--- src/rtl/pipe_ctrl.sv ---
// pipe_ctrl: stall merge, freeze/flush redirect sequencing, reset hold, stall counter.
// Optional stall watchdog built when PIPE_CTRL_STALL_WDT_EN is defined.
module pipe_ctrl #(
   parameter int          RESET_HOLD = 2,
   parameter logic [31:0] EXC_VECTOR = 32'h00000020,
   parameter logic [4:0]  ERET_CODE  = 5'h0e,
   parameter int          WDT_LIMIT  = 1024
) (
   input  logic        clk,
   input  logic        rst,
   input  logic        stallreq_id,
   input  logic        stallreq_ex,
   input  logic        stallreq_mem,
   input  logic        excp_valid,
   input  logic [4:0]  excp_code,
   input  logic [31:0] epc_i,
   output logic [5:0]  stall,
   output logic        flush,
   output logic [31:0] new_pc,
   output logic [31:0] stall_cycles,
   output logic        wdt_err
);

   typedef enum logic [1:0] {
      HOLD   = 2'd0,
      RUN    = 2'd1,
      FREEZE = 2'd2,
      FLUSH  = 2'd3
   } state_t;

   localparam logic [3:0] HOLD_LAST = 4'(RESET_HOLD - 1);

   if (RESET_HOLD < 1 || RESET_HOLD > 15 ||
       WDT_LIMIT < 1 || WDT_LIMIT > 65535) begin : g_bad_param
      $error("pipe_ctrl: RESET_HOLD or WDT_LIMIT out of range");
   end

   state_t      state;
   state_t      state_nxt;
   logic [3:0]  hold_cnt;
   logic        capture;
   logic        count_en;

   // Next state and combinational stall vector
   always_comb begin
      state_nxt = state;
      stall     = 6'b000000;
      capture   = 1'b0;
      count_en  = 1'b0;
      case (state)
         HOLD: begin
            stall = 6'b111111;
            if (hold_cnt == HOLD_LAST)
               state_nxt = RUN;
         end
         RUN: begin
            if (excp_valid) begin
               stall     = 6'b111111;
               capture   = 1'b1;
               state_nxt = FREEZE;
            end else begin
               if (stallreq_mem)
                  stall = 6'b011111;
               else if (stallreq_ex)
                  stall = 6'b001111;
               else if (stallreq_id)
                  stall = 6'b000111;
               count_en = stall[0];
            end
         end
         FREEZE: begin
            stall     = 6'b111111;
            state_nxt = FLUSH;
         end
         FLUSH: begin
            state_nxt = RUN;
         end
         default: begin
            state_nxt = HOLD;
         end
      endcase
   end

   // State, hold counter and one-shot flush registered after FREEZE
   always_ff @(posedge clk) begin
      if (rst) begin
         state    <= HOLD;
         hold_cnt <= 4'd0;
         flush    <= 1'b0;
      end else begin
         state    <= state_nxt;
         hold_cnt <= (state == HOLD) ? hold_cnt + 4'd1 : 4'd0;
         flush    <= (state == FREEZE);
      end
   end

   // Redirect target captured only when the exception is accepted
   always_ff @(posedge clk) begin
      if (rst)
         new_pc <= 32'd0;
      else if (capture)
         new_pc <= (excp_code == ERET_CODE) ? epc_i : EXC_VECTOR;
   end

   // Saturating count of stalled RUN cycles
   always_ff @(posedge clk) begin
      if (rst)
         stall_cycles <= 32'd0;
      else if (count_en && stall_cycles != 32'hFFFFFFFF)
         stall_cycles <= stall_cycles + 32'd1;
   end

`ifdef PIPE_CTRL_STALL_WDT_EN
   localparam logic [15:0] WDT_MAX = 16'(WDT_LIMIT);

   logic [15:0] wdt_cnt;
   logic [15:0] wdt_nxt;

   // Consecutive-stall run length, cleared by a free cycle or a flush
   always_comb begin
      wdt_nxt = wdt_cnt;
      if (state == FLUSH)
         wdt_nxt = 16'd0;
      else if (state == RUN) begin
         if (!stall[0])
            wdt_nxt = 16'd0;
         else if (wdt_cnt != WDT_MAX)
            wdt_nxt = wdt_cnt + 16'd1;
      end
   end

   // Watchdog counter and sticky error flag
   always_ff @(posedge clk) begin
      if (rst) begin
         wdt_cnt <= 16'd0;
         wdt_err <= 1'b0;
      end else begin
         wdt_cnt <= wdt_nxt;
         if (wdt_nxt == WDT_MAX)
            wdt_err <= 1'b1;
      end
   end
`else
   assign wdt_err = 1'b0;
`endif

endmodule

--- config.mk ---
export PLATFORM = sky130hd
export DESIGN_NAME = pipe_ctrl
export DESIGN_NICKNAME = d
export VERILOG_FILES = /design/src/rtl/pipe_ctrl.sv
export SDC_FILE = /design/constraint.sdc
export NUM_CORES = 1
export LEC_CHECK = 0
export BUFFER_PORTS_ARGS = -buffer_cell sky130_fd_sc_hd__buf_2
export CORE_MARGIN = 8
export CORE_UTILIZATION = 50
export CTS_CLUSTER_DIAMETER = 60
export DETAILED_ROUTE_END_ITERATION = 8
export GPL_TIMING_DRIVEN = 0
export PLACE_DENSITY = 0.8
export SETUP_SLACK_MARGIN = 0.1
export SLEW_MARGIN = 20
export SYNTH_ARGS = -nofsm -noshare
export SYNTH_HDL_FRONTEND = slang
export SYNTH_SLANG_ARGS = --single-unit
--- constraint.sdc ---
create_clock -name clk -period 6.1 [get_ports clk]
set_input_delay 1.22 -clock clk [delete_from_list [all_inputs] [get_ports clk]]
set_output_delay 1.22 -clock clk [all_outputs]
set_load 0.01 [all_outputs]
==> results of run 1 <==
==> power by group <==
part	switching, uW	internal, uW	leakage (uW)
Clock	182	229	0.000102
Sequential	16.7	482	0.000573
Combinational	134	95.3	0.00105
==> through the flow <==
stage | utilization | total power, uW
2_1_floorplan | - | 650
3_3_place_gp | 0.613 | 728
3_5_place_dp | 0.613 | 737
4_1_cts | 0.648 | 1150
5_1_grt | 0.648 | 1200
6_report | 0.648 | 1140
==> kinds of logic after synthesis <==
logic type	Yosys count
xor+xnor	7
other cells	1
flops	71
mux	5
buf+inv	29
compound gates	90
fa+ha+maj	8
simple gates	137
==> critical path: cells and delay by family <==
| kind | cells | cell delay [ns] |
|---|---|---|
| AO/OA/AOI/OAI | 1 | 0.21 |
| buffers and inverters | 3 | 0.42 |
| AND/OR/NAND/NOR | 1 | 0.43 |
==> worst max-delay path by stage <==
stage,start,endpoint,slack (ns),depth (start not counted)
2_1_floorplan,stallreq_mem,stall[1],2.87,3
3_3_place_gp,stallreq_mem,stall[1],2.62,5
3_5_place_dp,stallreq_mem,stall[2],2.60,5
4_1_cts,stallreq_mem,stall[2],2.60,5
5_1_grt,stallreq_mem,stall[2],2.51,5
6_report,stallreq_mem,stall[2],2.61,5
==> state kept, by name (all words and copies together), names as in the netlist <==
signal / cells
flush: 1
hold_cnt: 4
new_pc: 32
stall_cycles: 32
state: 2
==> synth_stat cells, types with 2 or more instances <==
library cell / n / share of area
o21ai_0: 14 / 0.022
xnor2_1: 2 / 0.0056
o31a_1: 2 / 0.0056
o31ai_1: 9 / 0.021
o21ba_2: 2 / 0.0064
inv_1: 7 / 0.0083
o2111ai_1: 2 / 0.0056
a211oi_1: 2 / 0.0048
xor2_1: 5 / 0.014
and3_1: 4 / 0.0079
nor2_1: 52 / 0.062
a21oi_1: 23 / 0.037
mux2_2: 4 / 0.014
nand3_1: 15 / 0.024
buf_4: 4 / 0.0095
clkbuf_1: 15 / 0.018
nor4_1: 4 / 0.0079
dfxtp_1: 71 / 0.45
nand4_1: 7 / 0.014
buf_2: 2 / 0.0032
a22oi_1: 31 / 0.074
or4_1: 9 / 0.021
nor2b_1: 6 / 0.012
nand2b_1: 2 / 0.0040
or3_1: 11 / 0.022
and4_1: 6 / 0.017
ha_1: 8 / 0.032
nand2_1: 11 / 0.013
==> layer usage <==
layer,wire [um],GRT usage,part of all wire
met1,3520,0.212,0.40
met2,4370,0.332,0.49
met3,837,0.0827,0.094
met4,175,0.0884,0.020
met5,0,0,0
==> cell type report <==
cell class	count	area, sq um	share of cell area
plain buffers	22	108	0.0268
well taps	77	96.3	0.0240
clock inverters	6	85.1	0.0212
repair buffers	112	561	0.139
flip-flops and latches	71	1420	0.354
clock buffers	10	128	0.0318
multi-input cells	248	1590	0.397
inverters	7	26.3	0.00654
==> layout by cell type, fill, tap and decap left out, types with 9 or more instances in the layout <==
master    Yosys  final
nor2_1       52     52
buf_2         2    114
clkbuf_1     15     16
or4_1         9      9
nand2_1      11     11
or3_1        11     11
a21oi_1      23     23
o31ai_1       9      9
dfxtp_1      71     71
o21ai_0      14     14
a22oi_1      31     31
clkbuf_8      0      9
nand3_1      15     15
==> impl_results.md, run 1 <==
* Status: completed
* Worst EP arrival at 2.27 ns
* Final WS setup at 2.61 ns
* Post-synthesis xor/xnor area fraction at 0.0195
* Critical Path Max Stage Delay at 0.43 ns
* GRT Util Overall at 0.198
* Worst hold path endpoint: hold_cnt[0]$_SDFF_PP0_
* Simple-gate share of the synthesized area at 0.243
* # clock sinks at 71
* Core ar. at 6200 sq um
* Initial core utilization at 0.508
* HP Start: hold_cnt[0]$_SDFF_PP0_
* Setup TNS at 0 ns
* Max IR drop VDD at 194 uV
* Cts-stage hold buffer count at 0
* Reg2Reg Depth at 7
* Fillers at 541
* Worst hold slack at 0.479 ns
* First-pass iteration count of the detailed router at 4
* Die Y at 95.4 um
* Clock Latency Late Sink at 0.35 ns
* HPWL after DPL at 6.56 mm
* Hold Vio Cnt, Final at 0
* Fin crit period at 3.49 ns
* DP Cell Count at 537
* CTS HTree Levels at 3
* First-pass GRT wire length at 14.2 mm
* Yosys Warn Count at 0
* Crit end category: primary output
* Post-DP Area at 3810 sq um
* Worst path cell trace: buf_2, nor3_1, o21ai_0, buf_4, buf_2
* Compound-Gate Fraction of Synth Area at 0.193
* RR Startpoint: state[1]$_SDFFE_PP0P_
* Critical path's slowest cell: nor3_1
* Adder-cell share of the synthesized area at 0.0318
* Die span in x at 95.4 um
* Top achievable clock speed at 287 MHz
* Post-synthesis mux area share at 0.0175
* CP Max Fanout at 4
* Synth Cell Area at 3150 sq um
* Maximum clock path buffer count at 2
* Worst-Margin Slew at 0.803 ns
* Clock slew at reported path FFs at 0.07 ns
* Pre-CTS setup slack at 2.60 ns
* Total Wirelength at 8.90 mm
* Seq/Total Area, Yosys at 0.451
* Most used cell along the critical path: buf_2
* Area grow syn2layout at 27.6%
* R2R Path End: stall_cycles[31]$_SDFFE_PP0P_
* Avg Cell Area, Syn at 9.05 sq um
* Largest net degree at the start of global routing at 13
* Largest family of logic cells by synthesized area: simple AND/OR/NAND/NOR gates
* Die area at 9090 sq um
* Gr ovfl total at 0
* CTS Buf Count at 9
* RSZ-0062 raised after global routing: no
* Post-route ant nets at 0
* Final period util at 0.571
* CTS resizes at 0
* Final instance area at 4020 sq um
* CTS tree: yes
* Final Setup Violations at 0
* Rel. slew slack at 0.460
* Data required, critical path at 4.88 ns
* Iter 0 DRT Violations at 140
* Post-Syn Instances at 348
* Via Count at 3,128
* Drt drc at 0
* WHS Path Cells at 1
* Layout cells sized above 1 at 0.311
* Max-slew violation count at 0
* Clock Skews at 0.00886 ns
* Yosys reg bits at 71
* Post-CTS Setup Bufs at 0
* Routed vias/inst at 5.66
* PD cells at 283 nW/um^2
* Total Nets Final at 522
* Final Wtd Congestion at 0.809
* Worst Hold Class: flop to flop
* R2R Setup Slk at 3.71 ns
* Vias in the first global route at 3,074
* I/O pins at 115
* Syn_nets at 399
* Num rows at 29
* Avg WL per Cell at 16.1 um
* Most common flop cell mapped by yosys: dfxtp_1
* EDFF count, synth at 0
* Finished Layout Cells at 553
* Initial antenna violation count at 0
* Post-synth ARST share at 0
* Max-cap violations at 0
* # port buffers at 112
* Inserted Diodes at 0
* Static leakage at 0.00173 uW
* Count of cell types in the netlist at 46
* CTS Root Cell: clkbuf_8
* Setup CP Type: primary input to primary output
* Worst setup SP type: primary input
Power figures use the tool's default switching activity.
==> run 2: changes to the inputs <==
--- a/config.mk
+++ b/config.mk
@@ -7,11 +7,11 @@
 export LEC_CHECK = 0
 export BUFFER_PORTS_ARGS = -buffer_cell sky130_fd_sc_hd__buf_2
 export CORE_MARGIN = 8
-export CORE_UTILIZATION = 50
+export CORE_UTILIZATION = 44
 export CTS_CLUSTER_DIAMETER = 60
 export DETAILED_ROUTE_END_ITERATION = 8
 export GPL_TIMING_DRIVEN = 0
-export PLACE_DENSITY = 0.8
+export PLACE_DENSITY = 0.74
 export SETUP_SLACK_MARGIN = 0.1
 export SLEW_MARGIN = 20
 export SYNTH_ARGS = -nofsm -noshare
==> constraint.sdc (replaced) <==
create_clock -name clk -period 3 [get_ports clk]
set_input_delay 0.6 -clock clk [delete_from_list [all_inputs] [get_ports clk]]
set_output_delay 0.6 -clock clk [all_outputs]
set_load 0.01 [all_outputs]
==> run 2 against run 1 <==
Compared with the run above:
- routed wire length shrank 1.1%
- register-to-register slack worse by 3.1 ns
- via count about the same
- die area grew 11%
- sequential share of layout area about the same
- cell count rose by 4.0%
- final area rose by 0.12%
- clock skew hardly changed
- combinational power rose by 100%
- clock power increased by 83%
- setup slack worse by 2.2 ns
- count of clock-buffer cells in the layout grew 2
- critical path type is now flop to primary output
- largest cell class unchanged
==> impl_results.md, run 2 (synthesis gave the netlist of run 1 again) <==
* Static leakage at 0.00173 uW
* Cell Int Power at 1580 uW
* First-pass GRT wire length at 14.2 mm
* Worst EP arrival at 1.96 ns
* Initial core utilization at 0.444
* Setup CP Type: flop to primary output
* Critical path's slowest cell: dfxtp_1
* HPWL after DPL at 6.64 mm
* First-pass iteration count of the detailed router at 5
* Psw at 657 uW
* Die area at 10,100 sq um
* Worst Hold Class: flop to flop
* Top achievable clock speed at 390 MHz
* Combinational Power Share at 0.209
* Via Count at 3,125
* Largest net degree at the start of global routing at 12
* HP Start: hold_cnt[0]$_SDFF_PP0_
* CTS Buf Count at 9
* Post-route ant nets at 0
* I/O pins at 115
* Max-slew violation count at 0
* Core ar. at 7100 sq um
* RSZ-0062 raised after global routing: no
* CP Max Fanout at 6
* Register share of total power at 0.454
* # port buffers at 112
* Most common cell after layout, fill and taps aside: buf_2
* WHS Path Cells at 1
* Clock power share at 0.337
* Clock slew at reported path FFs at 0.07 ns
* CTS HTree Levels at 3
* Drt drc at 0
* Clock Latency Late Sink at 0.35 ns
* Rel. slew slack at 0.391
* Total Nets Final at 522
* Clock Skews at 0.00838 ns
* Worst-Margin Slew at 0.905 ns
* R2R Path End: new_pc[11]$_SDFFE_PP0P_
* Total Wirelength at 8.81 mm
* CTS resizes at 0
* Die span in x at 101 um
* Routed vias/inst at 5.43
* Inserted Diodes at 0
* Worst path cell trace: inv_1, ha_1, nand2_1, a21o_1, o21ai_0, buf_4, buf_2
* Die Y at 101 um
* Worst hold path endpoint: hold_cnt[0]$_SDFF_PP0_
* Finished Layout Cells at 575
* Cts-stage hold buffer count at 0
* RR Startpoint: state[1]$_SDFFE_PP0P_
* Gr ovfl total at 0
* Commonest non-fill, non-tap cells in the layout: buf_2 (114), dfxtp_1 (71), nor2_1 (52)
* Area grow syn2layout at 27.8%
* Max IR drop VDD at 337 uV
* Post-CTS Setup Bufs at 0
* Reg2Reg Depth at 7
* Final Wtd Congestion at 0.809
* Crit end category: primary output
* Setup TNS at 0 ns
* Sw frac at 0.294
* Vias in the first global route at 3,126
* Worst setup SP type: flop
* Avg WL per Cell at 15.3 um
* CTS Root Cell: clkbuf_8
* GRT Util Overall at 0.173
* Max-cap violations at 0
* Critical Path Max Stage Delay at 0.38 ns
* PD cells at 555 nW/um^2
* # clock sinks at 71
* Num rows at 31
* DP Cell Count at 559
* CTS tree: yes
* Initial antenna violation count at 0
* Final instance area at 4020 sq um
* Status: completed
* Top flop regs: new_pc: 32 flops, stall_cycles: 32 flops, hold_cnt: 4 flops
* Iter 0 DRT Violations at 115
* Fin crit period at 2.56 ns
* Data required, critical path at 2.40 ns
* Layout cells sized above 1 at 0.309
* Final Setup Violations at 0
* R2R Setup Slk at 0.58 ns
* Final period util at 0.854
* Maximum clock path buffer count at 2
* Post-DP Area at 3830 sq um
* Hold Vio Cnt, Final at 0
-- run 2: critical path, delay by kind of cell, from the launching register on --
family	cells	cell delay [ns]
flip-flops	1	0.38
buffers and inverters	3	0.41
AND/OR/NAND/NOR	1	0.23
adder cells (fa/ha/maj)	1	0.23
AO/OA/AOI/OAI	2	0.38
-- run 2: how the worst max path moves through the flow --
stage | endpoint | startpoint | depth (start not counted)
floorplan | stall[1] | stallreq_mem | 3
global placement | new_pc[19]$_SDFFE_PP0P_ | excp_valid | 6
detailed placement | new_pc[11]$_SDFFE_PP0P_ | excp_valid | 6
CTS | stall[2] | state[1]$_SDFFE_PP0P_ | 7
global route | stall[2] | state[1]$_SDFFE_PP0P_ | 7
finish | stall[2] | state[1]$_SDFFE_PP0P_ | 7
-- run 2: power groups by stage --
stage	sequential (uW)	clock, uW	combinational (uW)
after detailed placement	1030	0	467
final	1010	752	466
after CTS	1010	771	471
after global routing	1020	811	519
after floorplan	1030	0	289
after global placement	1030	0	450
-- run 2: final cells by class --
cell class,count,area (sq um)
tap,99,124
fill,658,3070
buffer,22,108
clock buffer,12,145
clock inverter,4,45.0
multi-input combinational,248,1590
inverter,7,26.3
sequential,71,1420
timing repair buffer,112,561
-- run 2: routing by layer --
| metal | part of all wire | wire, um | vias to the layer above | GRT usage |
|---|---|---|---|---|
| li1 | - | - | 1529 | - |
| met1 | 0.42 | 3720 | 1468 | 0.187 |
| met2 | 0.48 | 4250 | 117 | 0.294 |
| met3 | 0.083 | 728 | 11 | 0.0711 |
| met4 | 0.012 | 104 | 0 | 0.0686 |
| met5 | 0 | 0 | - | 0 |
-- run 2: metrics by stage --
| stage | setup WS [ns] | hold slack (ns) | power [uW] | utilization |
|---|---|---|---|---|
| finish | 0.438 | 0.471 | 2230 | 0.567 |
| global placement | 0.677 | 0.448 | 1480 | 0.540 |
| CTS | 0.400 | 0.471 | 2250 | 0.567 |
| floorplan | 1.01 | 0.434 | 1320 | - |
| detailed placement | 0.581 | 0.460 | 1500 | 0.540 |
| global route | 0.303 | 0.486 | 2350 | 0.567 |
